--- src/rtl/slavefifo2b_streamin.sv ---
// rtl/slavefifo2b_streamin.sv - FX3 slave FIFO stream-IN (FPGA to FX3) write sequencer
//
// Purpose:
//   Waits for the FX3 write-thread buffer to become ready, then bursts an
//   incrementing 32-bit pattern into the slave FIFO. A burst ends either on
//   the almost-full watermark (flagb_d low) followed by a few drain writes,
//   or on a short packet of SHORT_PKT_WORDS words closed with a PKTEND strobe.
//
// Ports:
//   clk_100                            in   1   100 MHz clock
//   reset_                             in   1   asynchronous active-low reset
//   stream_in_mode_selected            in   1   enables stream-IN mode
//   flaga_d                            in   1   registered FLAGA, 1 = DMA buffer ready
//   flagb_d                            in   1   registered FLAGB, 0 = watermark reached
//   slwr_streamin_                     out  1   active-low write strobe
//   pktend_streamin_                   out  1   active-low packet-end strobe
//   streamin_wr_select_slavefifo_addr  out  1   high while this block owns the address
//   data_out_stream_in                 out  32  write data

module slavefifo2b_streamin #(
    parameter int WR_DELAY_CYCLES = 1,
    parameter int SHORT_PKT_WORDS = 0
) (
    input  logic        clk_100,
    input  logic        reset_,
    input  logic        stream_in_mode_selected,
    input  logic        flaga_d,
    input  logic        flagb_d,
    output logic        slwr_streamin_,
    output logic        pktend_streamin_,
    output logic        streamin_wr_select_slavefifo_addr,
    output logic [31:0] data_out_stream_in
);

    typedef enum logic [2:0] {
        IDLE       = 3'd0,
        WAIT_FLAGA = 3'd1,
        WAIT_FLAGB = 3'd2,
        WRITE      = 3'd3,
        WR_DELAY   = 3'd4
    } state_t;

    localparam bit          SHORT_EN   = (SHORT_PKT_WORDS != 0);
    localparam logic [15:0] SHORT_LAST = SHORT_EN ? 16'(SHORT_PKT_WORDS - 1) : 16'd0;
    localparam logic [1:0]  DLY_LOAD   = 2'(WR_DELAY_CYCLES - 1);

    state_t      r_state;
    state_t      w_state_nxt;
    logic [31:0] r_data_cnt;
    logic [15:0] r_burst_cnt;
    logic [15:0] w_burst_nxt;
    logic [1:0]  r_dly_cnt;
    logic [1:0]  w_dly_nxt;
    logic        w_short_last;
    logic        w_writing;

    assign w_short_last = SHORT_EN && (r_burst_cnt == SHORT_LAST);
    assign w_writing    = (r_state == WRITE) || (r_state == WR_DELAY);

    // Outputs decode the state register only, so an asynchronous reset
    // releases the strobes without waiting for a clock edge.
    assign slwr_streamin_                    = !w_writing;
    assign pktend_streamin_                  = !((r_state == WRITE) && w_short_last);
    assign streamin_wr_select_slavefifo_addr = (r_state != IDLE);
    assign data_out_stream_in                = r_data_cnt;

    always_ff @(posedge clk_100 or negedge reset_) begin
        if (!reset_) begin
            r_state     <= IDLE;
            r_burst_cnt <= 16'd0;
            r_dly_cnt   <= 2'd0;
        end else begin
            r_state     <= w_state_nxt;
            r_burst_cnt <= w_burst_nxt;
            r_dly_cnt   <= w_dly_nxt;
        end
    end

    // Data pattern persists across bursts; it only restarts once the mode
    // has been dropped and the block is back in IDLE.
    always_ff @(posedge clk_100 or negedge reset_) begin
        if (!reset_) begin
            r_data_cnt <= 32'd0;
        end else if (w_writing) begin
            r_data_cnt <= r_data_cnt + 32'd1;
        end else if ((r_state == IDLE) && !stream_in_mode_selected) begin
            r_data_cnt <= 32'd0;
        end
    end

    always_comb begin
        w_state_nxt = r_state;
        w_burst_nxt = r_burst_cnt;
        w_dly_nxt   = r_dly_cnt;
        case (r_state)
            IDLE: begin
                if (stream_in_mode_selected) w_state_nxt = WAIT_FLAGA;
            end
            WAIT_FLAGA: begin
                if (flaga_d) w_state_nxt = WAIT_FLAGB;
            end
            WAIT_FLAGB: begin
                if (flagb_d) begin
                    w_state_nxt = WRITE;
                    w_burst_nxt = 16'd0;
                end
            end
            WRITE: begin
                // Short packet beats the watermark: the PKTEND write closes
                // the buffer, so no drain writes follow.
                if (w_short_last) begin
                    w_state_nxt = WAIT_FLAGA;
                end else if (!flagb_d) begin
                    w_state_nxt = WR_DELAY;
                    w_dly_nxt   = DLY_LOAD;
                end else if (r_burst_cnt != 16'hFFFF) begin
                    w_burst_nxt = r_burst_cnt + 16'd1;
                end
            end
            WR_DELAY: begin
                if (r_dly_cnt == 2'd0) w_state_nxt = WAIT_FLAGA;
                else                   w_dly_nxt   = r_dly_cnt - 2'd1;
            end
            default: w_state_nxt = IDLE;
        endcase
        if ((r_state != IDLE) && !stream_in_mode_selected) w_state_nxt = IDLE;
    end

endmodule

--- config.mk ---
export PLATFORM = sky130hd
export DESIGN_NAME = slavefifo2b_streamin
export DESIGN_NICKNAME = d
export VERILOG_FILES = /design/src/rtl/slavefifo2b_streamin.sv
export SDC_FILE = /design/constraint.sdc
export NUM_CORES = 1
export LEC_CHECK = 0
export BUFFER_PORTS_ARGS = -buffer_cell sky130_fd_sc_hd__buf_4
export CORE_ASPECT_RATIO = 1.4
export CORE_MARGIN = 4
export CORE_UTILIZATION = 55
export DETAILED_ROUTE_END_ITERATION = 16
export HOLD_SLACK_MARGIN = 0.06
export PLACE_DENSITY = 0.79
export SLEW_MARGIN = 20
export SYNTH_ARGS = -nofsm -noshare
export SYNTH_HDL_FRONTEND = slang
export SYNTH_SLANG_ARGS = --single-unit
--- constraint.sdc ---
create_clock -name clk_100 -period 4.6 [get_ports clk_100]
set_input_delay 0.46 -clock clk_100 [delete_from_list [all_inputs] [get_ports clk_100]]
set_output_delay 0.46 -clock clk_100 [all_outputs]
set_load 0.01 [all_outputs]
After elaboration in Yosys (flattened, before gate mapping) --
Cells that the tools add are included.
Word-level totals: output and inout port bits 35, bits in registers 37
Cells by class: multiplexer cells 12, reductions and logical operators 12, eq/ne operators 11, add/sub/neg operators 2
Operators with widths (number):
- $mux 32 | 2
- $add 32x1->32 const B | 1
- $mux 3 | 6
- $pmux 3 s5 | 1
- $eq 3x2->1 const B | 2
- $ne 3x2->1 const B | 2
- $ne 3x3->1 const B | 2
- $reduce_and 5->1 | 1
- $mux 2 | 2
- $ne 2x2->1 const B | 2
- $pmux 2 s2 | 1
- $reduce_bool 2->1 | 2
- $eq 3x1->1 const B | 1
- $eq 3x3->1 const B | 1
- $logic_not 3->1 | 1
- $ne 3x1->1 const B | 1
- $reduce_and 3->1 | 1
- $reduce_bool 3->1 | 1
- $logic_and 1x1->1 | 2
- $logic_not 1->1 | 2
- $logic_not 2->1 | 1
- $sub 2x1->2 const B | 1
- $logic_or 1x1->1 | 1

Depth between registers and ports, before layout --
Gate-level depths: netlist (run 1).
depth in word-level cells 4, depth in mapped cells 7

Worst setup path after synthesis (run 1) --
Ideal clock, no wire load.
path kind register to register, start reg r_state[0], end reg r_data_cnt[8], in the netlist data_out_stream_in[8], required time 4.475 ns, cell stages (with the launch flop) 8, arrival 1.823 ns, slack 2.653 ns, cell sequence dfrtp_1 -> buf_6 -> or4_1 -> buf_2 -> and3_1 -> clkbuf_2 -> o21bai_1 -> mux2_2
Between the ends: cells in the longest elaborated chain, start to end 3
RTL lines:
- start: declaration | RTL line 47 | state_t r_state;
- start signal: assignment | RTL line 73 | r_state <= w_state_nxt;
- $eq 3x2->1, or another cell as far along | RTL line 58 | assign w_writing = (r_state == WRITE) || (r_state == WR_DELAY);
- $logic_or 1x1->1 or $logic_and 1x1->1 (tied branches) | RTL line 58, 86
- $mux 32 or $reduce_bool 2->1 (tied branches)
- end signal: assignment | RTL line 85 | r_data_cnt <= r_data_cnt + 32'd1;
- end: declaration | RTL line 49 | logic [31:0] r_data_cnt;
Several ways; a longest one is shown, not always the timed one. A chain may end at the register's enable or synchronous reset.

Final worst setup path (run 1) --
start reg r_state[0], end out slwr_streamin_
Between the ends: cells in the longest elaborated chain, start to end 3
RTL lines:
- $eq 3x2->1 or $eq 3x3->1 (tied branches) | RTL line 58
- $logic_or 1x1->1 * | RTL line 58
- $logic_not 1->1 * | RTL line 62 | assign slwr_streamin_ = !w_writing;
- end: declaration | RTL line 29 | output logic slwr_streamin_,
Mark *: on every way between the ends. The rest lies on a longest branch, timed or not.

==> results of run 1 <==
metal layers:
layer / up-vias / routed length [um] / part of all wire, %
met5: - / 0 / 0
met4: 0 / 78 / 1.9
met3: 9 / 140 / 3.3
met2: 30 / 2271 / 54
met1: 798 / 1725 / 41
li1: 828 / - / -
power breakdown:
group | internal [mW] | leakage [nW] | switching (mW)
clock | 0.105 | 0.0450 | 0.111
sequential | 0.330 | 0.514 | 0.00736
combinational | 0.0167 | 0.620 | 0.0293
total | 0.451 | 1.18 | 0.148
state kept, by name, summed over array words and instances, names as in the netlist:
name                count
data_out_stream_in     32
r_dly_cnt               2
r_state                 3
critical path, delay by kind of cell, from the launching register on:
kind | cells | cell delay, ns
simple gates | 2 | 0.90
buf+inv | 2 | 0.32
flops | 1 | 0.46
cell type report:
class / count / area (um^2)
fillers: 292 / 1086
multi-input cells: 153 / 997.2
flip-flops and latches: 37 / 925.9
repair buffers: 39 / 292.8
clock buffers: 6 / 72.57
well taps: 40 / 50.05
inverters: 10 / 37.54
clock inverters: 2 / 10.01
per-stage QoR:
stage               total power [mW]  utilization [%]
finish                        0.5991            68.72
global route                  0.6288            68.72
CTS                           0.6077            68.72
detailed placement            0.3905            66.34
global placement              0.3893            66.34
floorplan                     0.3729                -
cell usage after synthesis, drive strengths merged:
cell type	count	share of area, %
dfrtp	37	46
nor2b	1	0.31
nor3	2	0.50
and4	2	0.87
or3b	1	0.43
o21ba	1	0.50
and3	5	1.5
o211ai	1	0.37
or4	1	0.37
a211o	1	0.43
nand2	34	6.3
nor2	9	1.7
a21boi	1	0.37
nand3b	1	0.37
clkbuf	5	0.99
and2	2	0.62
a22oi	1	0.37
nor4	2	0.62
mux2i	22	11
o31ai	1	0.37
or3	4	1.2
a221oi	1	0.43
a2111oi	2	2.7
buf	5	2.0
nand3	15	3.7
nand2b	2	0.62
o22ai	1	0.31
conb	1	0.19
a21oi	5	1.2
mux2	1	0.56
a22o	2	0.87
o21bai	1	0.37
inv	10	1.9
a211oi	2	1.2
o21ai	9	2.2
o2bb2ai	1	0.43
nor3b	1	0.37
nand4	15	4.6
ha	2	1.2
logic make-up after synthesis:
group           count (synthesis)
compound gates                 30
fa+ha+maj                       2
buf+inv                        20
flops                          37
mux                            23
other cells                     1
simple gates                   97
worst paths after layout:
kind / slack, ns / to / start
max: 2.17 / slwr_streamin_ / r_state[0]
min: 0.13 / data_out_stream_in[24] / reset_
max reg2reg: 2.20 / data_out_stream_in[8] / r_state[0]
min reg2reg: 0.49 / data_out_stream_in[31] / data_out_stream_in[31]
max in group asynchronous: 4.14 / data_out_stream_in[27] / reset_
min in group clk_100: 0.40 / r_state[0] / stream_in_mode_selected
==> flow_summary.json, run 1 <==
{
  "io_pins": 40,
  "tightest_slew_ns": 0.8421,
  "dpl_cell_area_mm2": 0.002303,
  "pre_cts_slack_ns": 2.185,
  "grt_max_degree": 38,
  "finalClockSkew_ns": 0.003814,
  "cts_root_buf": "clkbuf_8",
  "maxSlewViolCount": 0,
  "fmax_mhz": 411.0,
  "layout-drive-gt1-share_pct": 21.05,
  "grt_use_met3_pct": 2.913,
  "setup_ws_ns": 2.167,
  "insertedDiodeCount": 0,
  "layout_common_cells": "buf_4 (39), dfrtp_1 (37), nand2_1 (34)",
  "p_leak_nw": 1.179,
  "numCtsBuffers": 5,
  "avgSynthCellArea_um2": 9.622,
  "coreArea_mm2": 0.003472,
  "dieHeight_um": 79.72,
  "drt-initial-drc-count": 72,
  "maxSlewHeadroom_pct": 43.86,
  "synthSimpleGateAreaFrac_pct": 24.21,
  "place_congestion": 0.7909,
  "clk_latency_ns": 0.28,
  "io_buffers": 38,
  "cp.arrival_ns": 1.97,
  "path_class": "reg -> out",
  "cts.sinks": 37,
  "final_common_cell": "buf_4",
  "grt_pass1_vias": 1652,
  "critPathRequiredTime_ns": 4.14,
  "synth_top_family_by_area": "simple AND/OR/NAND/NOR gates",
  "drv_cap": 0,
  "wl_um": 4214,
  "vias": 1665,
  "synth_mux_area_share_pct": 11.46,
  "overflow": 0,
  "die_w_um": 59.23,
  "drtPass1Iterations": 4,
  "setup_violations": 0,
  "p_per_area_mw_per_mm2": 251.1,
  "ant_nets": 0,
  "cts_setup_buffers": 0,
  "syn_inst": 210,
  "cts_tree": "built",
  "cp_cell_sequence": "or3b_1 > nand2_1 > inv_1 > buf_4",
  "ctsHoldBuffers": 0,
  "nets": 253,
  "initial_core_util_pct": 58.20,
  "place_hpwl_um": 3074,
  "period_needed_ns": 2.433,
  "dp_cells": 279,
  "cts_buffer_depth": 2,
  "status": "finished, final reports clean",
  "cpPeakStageDelay_ns": 0.61,
  "synthXorXnorAreaFrac_pct": 0,
  "rsz0062_at_grt": "false",
  "grt_usage_pct": 20.34,
  "peakVddDrop_uv": 218.4,
  "start_kind": "flip-flop",
  "wl_per_cell_um": 14.68,
  "fp.dieArea_mm2": 0.004721,
  "grt_pass1_wl_um": 7458,
  "reg2reg_depth": 4,
  "area_growth_pct": 18.08,
  "final-hold-violation-count": 0,
  "crit_path_top_delay_cell": "or3b_1",
  "finalInstanceArea_mm2": 0.002386,
  "synth_compound_area_share_pct": 12.26,
  "syn_area_mm2": 0.002021,
  "vias_per_cell": 5.801,
  "synthesis.nets": 217,
  "antenna_found_initial": 0,
  "yosysWarnings": 0,
  "ys_ff_latch": 37,
  "path_clk_slew_ns": 0.07,
  "fin_cells": 287,
  "synth.distinct_cells": 42,
  "grtUsageMet2_pct": 34.46,
  "num_rows": 25,
  "cts_max_level": 2,
  "met1_usage_pct": 24.61,
  "holdWs_ns": 0.1323,
  "drc_errors": 0,
  "ys_seq_area_share_pct": 45.82,
  "top_usage_layer": "met2",
  "synthAdderAreaFrac_pct": 1.238,
  "setup_tns_ns": 0,
  "critical_path.max_fanout": 9,
  "crit_path_end_kind": "primary output",
  "cts_resized": 0,
  "min_period_over_period_pct": 52.90,
  "min_path_type": "in -> async"
}
No activity file was read; power rests on OpenSTA's default activity.
==> run 2, diff against run 1 <==
Settings changed: CORE_UTILIZATION 55 to 49, PLACE_DENSITY 0.79 to 0.74.
Clock period 4.6 ns to 2.2 ns, I/O delays scaled along.
==> run 2 against run 1 <==
  * Sequential cell count unchanged
  * Sequential share of layout area fell by 1.3 points
  * Critical path type is now reg -> reg
  * Critical path depth unchanged
  * Clock power up 130%
==> flow_summary.json, run 2 (synthesis gave the netlist of run 1 again) <==
{
  "setup_tns_ns": 0,
  "cts_root_buf": "clkbuf_8",
  "vias_per_cell": 5.732,
  "finalClockSkew_ns": 0.008865,
  "drv_cap": 0,
  "io_buffers": 38,
  "coreArea_mm2": 0.003953,
  "drtPass1Iterations": 4,
  "vias": 1708,
  "crit_path_end_kind": "flip-flop",
  "reg2reg_setup_slack_ns": 0.26,
  "dieHeight_um": 83.98,
  "final_core_util_pct": 62.49,
  "peakVddDrop_uv": 527.2,
  "crit_path_end": "data_out_stream_in[9]",
  "grt_usage_pct": 17.67,
  "cp_cell_sequence": "or3b_1 > a211o_1 > or3_1 > a21boi_1",
  "ant_nets": 0,
  "final-hold-violation-count": 0,
  "fill_cells": 355,
  "die_w_um": 62.28,
  "critPathRequiredTime_ns": 2.42,
  "fp.dieArea_mm2": 0.005230,
  "critPathBufInv": 0,
  "place_congestion": 0.8094,
  "min_path_type": "in -> reg",
  "reg2reg_depth": 4,
  "crit_path_top_delay_cell": "or3b_1",
  "antenna_found_initial": 0,
  "drc_errors": 0,
  "drt-initial-drc-count": 70,
  "largest_reg_flops": 32,
  "wl_per_cell_um": 14.32,
  "start_kind": "flip-flop",
  "num_rows": 27,
  "setup_violations": 0,
  "p_leak_nw": 1.223,
  "nets": 262,
  "rsz0062_at_grt": "false",
  "cts_setup_buffers": 0,
  "cts.sinks": 37,
  "ff_latch_area_um2": 925.9,
  "cp.depth": 4,
  "crit_family": "simple AND/OR/NAND/NOR gates",
  "layout_common_cells": "buf_4 (47), dfrtp_1 (37), nand2_1 (34)",
  "place_hpwl_um": 3040,
  "cts_buffer_depth": 2,
  "cts_tree": "built",
  "min_period_over_period_pct": 88.40,
  "insertedDiodeCount": 0,
  "multi_input_area_mm2": 0.001003,
  "cpPeakStageDelay_ns": 0.58,
  "clk_latency_ns": 0.29,
  "rr_startpoint": "r_state[0]",
  "io_pins": 40,
  "p_per_area_mw_per_mm2": 526.5,
  "path_clk_slew_ns": 0.07,
  "status": "finished, final reports clean",
  "cp.arrival_ns": 2.16,
  "maxSlewViolCount": 0,
  "overflow": 0,
  "initial_core_util_pct": 51.12,
  "worstSetupStartpoint": "r_state[0]",
  "wl_um": 4266,
  "path_class": "reg -> reg",
  "final_common_cell": "buf_4",
  "fmax_mhz": 514.2,
  "critical_path.max_fanout": 9,
  "cts_max_level": 2,
  "period_needed_ns": 1.945,
  "numCtsBuffers": 5,
  "layout-drive-gt1-share_pct": 23.53,
  "grt_max_degree": 38,
  "r2r-end": "data_out_stream_in[9]",
  "area_growth_pct": 22.23,
  "grt_pass1_vias": 1649,
  "grt_pass1_wl_um": 7631
}
run 2: changes by cell type in the layout (fill, tap and decap cells not counted):
cell,previous run,this run
buf_4,39,47
nor4_1,2,1
nor4_2,0,1
clkbuf_8,5,6
dlygate4sd3_1,0,1
clkinv_2,2,0
run 2: how the worst min path moves through the flow:
stage,to,cells past startpoint,slack (ns),startpoint
detailed placement,data_out_stream_in[3],1,0.21,reset_
global placement,data_out_stream_in[3],1,0.21,reset_
CTS,r_state[2],2,0.19,stream_in_mode_selected
finish,r_state[0],2,0.18,stream_in_mode_selected
global route,r_state[0],2,0.19,stream_in_mode_selected
floorplan,data_out_stream_in[0],0,-0.08,reset_
run 2: timing repair:
| item | 4_1_cts | 5_1_grt |
|---|---|---|
| gates resized for setup | 0 | 0 |
| endpoints found under the hold margin | 37 | 0 |
| hold buffers | 1 | 0 |
| setup endpoints to repair | 0 | 0 |
run 2: where the power goes:
part / internal, mW / switching, mW
clock: 0.249 / 0.237
combinational: 0.0451 / 0.0709
sequential: 0.689 / 0.00940
total: 0.983 / 0.317
run 2: area by class of cell:
| cell class | instances | share of cell area, % |
|---|---|---|
| Inverter | 10 | 1.520 |
| Multi-Input combinational cell | 153 | 40.63 |
| Timing Repair Buffer | 48 | 14.69 |
| Tap cell | 43 | 2.178 |
| Sequential cell | 37 | 37.49 |
| Clock buffer | 7 | 3.495 |
run 2: per-layer routing:
metal	GRT usage, %	part of all wire, %	routed length, um
met5	0	0	0
met4	7.722	2.0	85
met3	4.313	4.9	211
met2	29.25	50	2117
met1	21.54	43	1852
run 2: stage by stage:
stage               cell area [um^2]  instances  worst slack [ns]  power [mW]  hold slack [ns]
floorplan                       2021        210            0.2527      0.7797         -0.07559
global placement                2374        290            0.2976      0.8260           0.2107
detailed placement              2374        290            0.2515      0.8265           0.2109
CTS                             2470        298            0.2441       1.310           0.1870
global route                    2470        298            0.1449       1.360           0.1898
finish                          2470        298            0.2552       1.300           0.1847
==> run 3, diff against run 2 <==
Settings changed: CORE_UTILIZATION 49 to 51, CTS_BUF_LIST set to sky130_fd_sc_hd__clkbuf_8, PLACE_DENSITY 0.74 to not set, PLACE_DENSITY_LB_ADDON set to 0.12.
==> run 3 against run 2 <==
  * First-iteration DRC count increased by 36%
  * Clock power is 3% lower
  * Worst hold slack worse by 0.0038 ns
  * Utilization rose by 3.3 points
  * Via count grew 0.12%
  * Largest power group unchanged
  * Non-clock buffer count shrank 1
  * Highest routed layer unchanged
  * Combinational power about the same
==> flow_summary.json, run 3 (synthesis gave the netlist of run 1 again) <==
{
  "nets": 261,
  "min_path_type": "in -> reg",
  "fp.dieArea_mm2": 0.005047,
  "dieHeight_um": 82.48,
  "critical_path.max_fanout": 9,
  "finalClockSkew_ns": 0.007995,
  "final_common_cell": "buf_4",
  "clk_latency_ns": 0.29,
  "status": "finished, final reports clean",
  "die_w_um": 61.20,
  "cts_root_buf": "clkbuf_8",
  "place_hpwl_um": 2997,
  "initial_core_util_pct": 54.01,
  "period_needed_ns": 2.030,
  "crit_path_end_kind": "flip-flop",
  "io_buffers": 38,
  "rr_startpoint": "r_state[2]",
  "num_rows": 26,
  "drt-initial-drc-count": 95,
  "worstSetupStartpoint": "r_state[2]",
  "cts_tree": "built",
  "ant_nets": 0,
  "cts.sinks": 37,
  "fin_cells": 296,
  "vias_per_cell": 5.777,
  "drc_errors": 0,
  "cts_max_level": 2,
  "p_per_area_mw_per_mm2": 523.3,
  "drtPass1Iterations": 4,
  "maxSlewViolCount": 0,
  "layout-drive-gt1-share_pct": 23.23,
  "setup_tns_ns": 0,
  "min_period_over_period_pct": 92.26,
  "p_leak_nw": 1.222,
  "hp-start": "stream_in_mode_selected",
  "power_mw": 1.288,
  "cts_setup_buffers": 0,
  "path_class": "reg -> reg",
  "cp.arrival_ns": 2.24,
  "vias": 1710,
  "io_pins": 40,
  "coreArea_mm2": 0.003741,
  "peakVddDrop_uv": 438.5,
  "cts_resized": 0,
  "dp_cells": 288,
  "setup_violations": 0,
  "grt_pass1_vias": 1629,
  "final-hold-violation-count": 0,
  "area_growth_pct": 21.80,
  "grt_pass1_wl_um": 7327,
  "path_clk_slew_ns": 0.07,
  "ctsHoldBuffers": 1,
  "critPathRequiredTime_ns": 2.41,
  "layout_common_cells": "buf_4 (46), dfrtp_1 (37), nand2_1 (34)",
  "numCtsBuffers": 5,
  "place_congestion": 0.7919,
  "drv_cap": 0,
  "grt_max_degree": 38,
  "cts_buffer_depth": 2,
  "grt_usage_pct": 19.14,
  "start_kind": "flip-flop",
  "setup_ws_ns": 0.1702,
  "fmax_mhz": 492.7,
  "holdWs_ns": 0.1809,
  "overflow": 0,
  "pre_cts_slack_ns": 0.1959,
  "antenna_found_initial": 0,
  "wl_per_cell_um": 14.40,
  "insertedDiodeCount": 0,
  "rsz0062_at_grt": "false",
  "wl_um": 4262,
  "largest_reg_flops": 32
}
[run 3: cell types whose count changed in the layout (fill, tap and decap cells not counted)]
cell      before  now
inv_1         10   11
clkbuf_1       1    0
buf_4         47   46
[run 3: area by class of cell]
type | instances | area, um^2
fillers | 333 | 1280
multi-input cells | 153 | 1003
flip-flops and latches | 37 | 925.9
repair buffers | 47 | 355.3
clock buffers | 6 | 82.58
well taps | 42 | 52.55
inverters | 10 | 37.54
clock inverters | 1 | 3.754
[run 3: path summary, 6_finish.rpt]
check                           cells after the start                     end  slack [ns]
worst max-delay path                                4   data_out_stream_in[9]        0.17
worst min-delay path                                2              r_state[0]        0.18
worst max register to register                      4   data_out_stream_in[9]        0.17
worst min register to register                      1  data_out_stream_in[31]        0.48
max in group asynchronous                           2              r_state[2]        1.43
min in group asynchronous                           2  data_out_stream_in[13]        0.43
[run 3: per-layer routing]
metal | vias up | track usage (%) | part of all wire (%) | wire length, um
li1 | 846 | - | - | -
met1 | 820 | 23.27 | 44 | 1880
met2 | 38 | 31.99 | 49 | 2104
met3 | 6 | 4.510 | 5.2 | 220
met4 | 0 | 7.592 | 1.3 | 57
met5 | - | 0 | 0 | 0
[run 3: worst max-delay path, stage by stage (launching register included)]
cell and delay [ns]:
dfrtp_1 0.43, or3b_1 0.57, a211o_1 0.43, or3_1 0.37, a21boi_1 0.15
[run 3: metrics by stage]
stage / utilization, % / cell area (um^2)
2_1_floorplan: - / 2021
5_1_grt: 65.79 / 2461
3_3_place_gp: 63.21 / 2365
4_1_cts: 65.79 / 2461
3_5_place_dp: 63.21 / 2365
6_report: 65.79 / 2461
[run 3: power by group]
group          switching (mW)  internal (mW)
clock                   0.229          0.244
sequential            0.00983          0.690
combinational          0.0712         0.0448
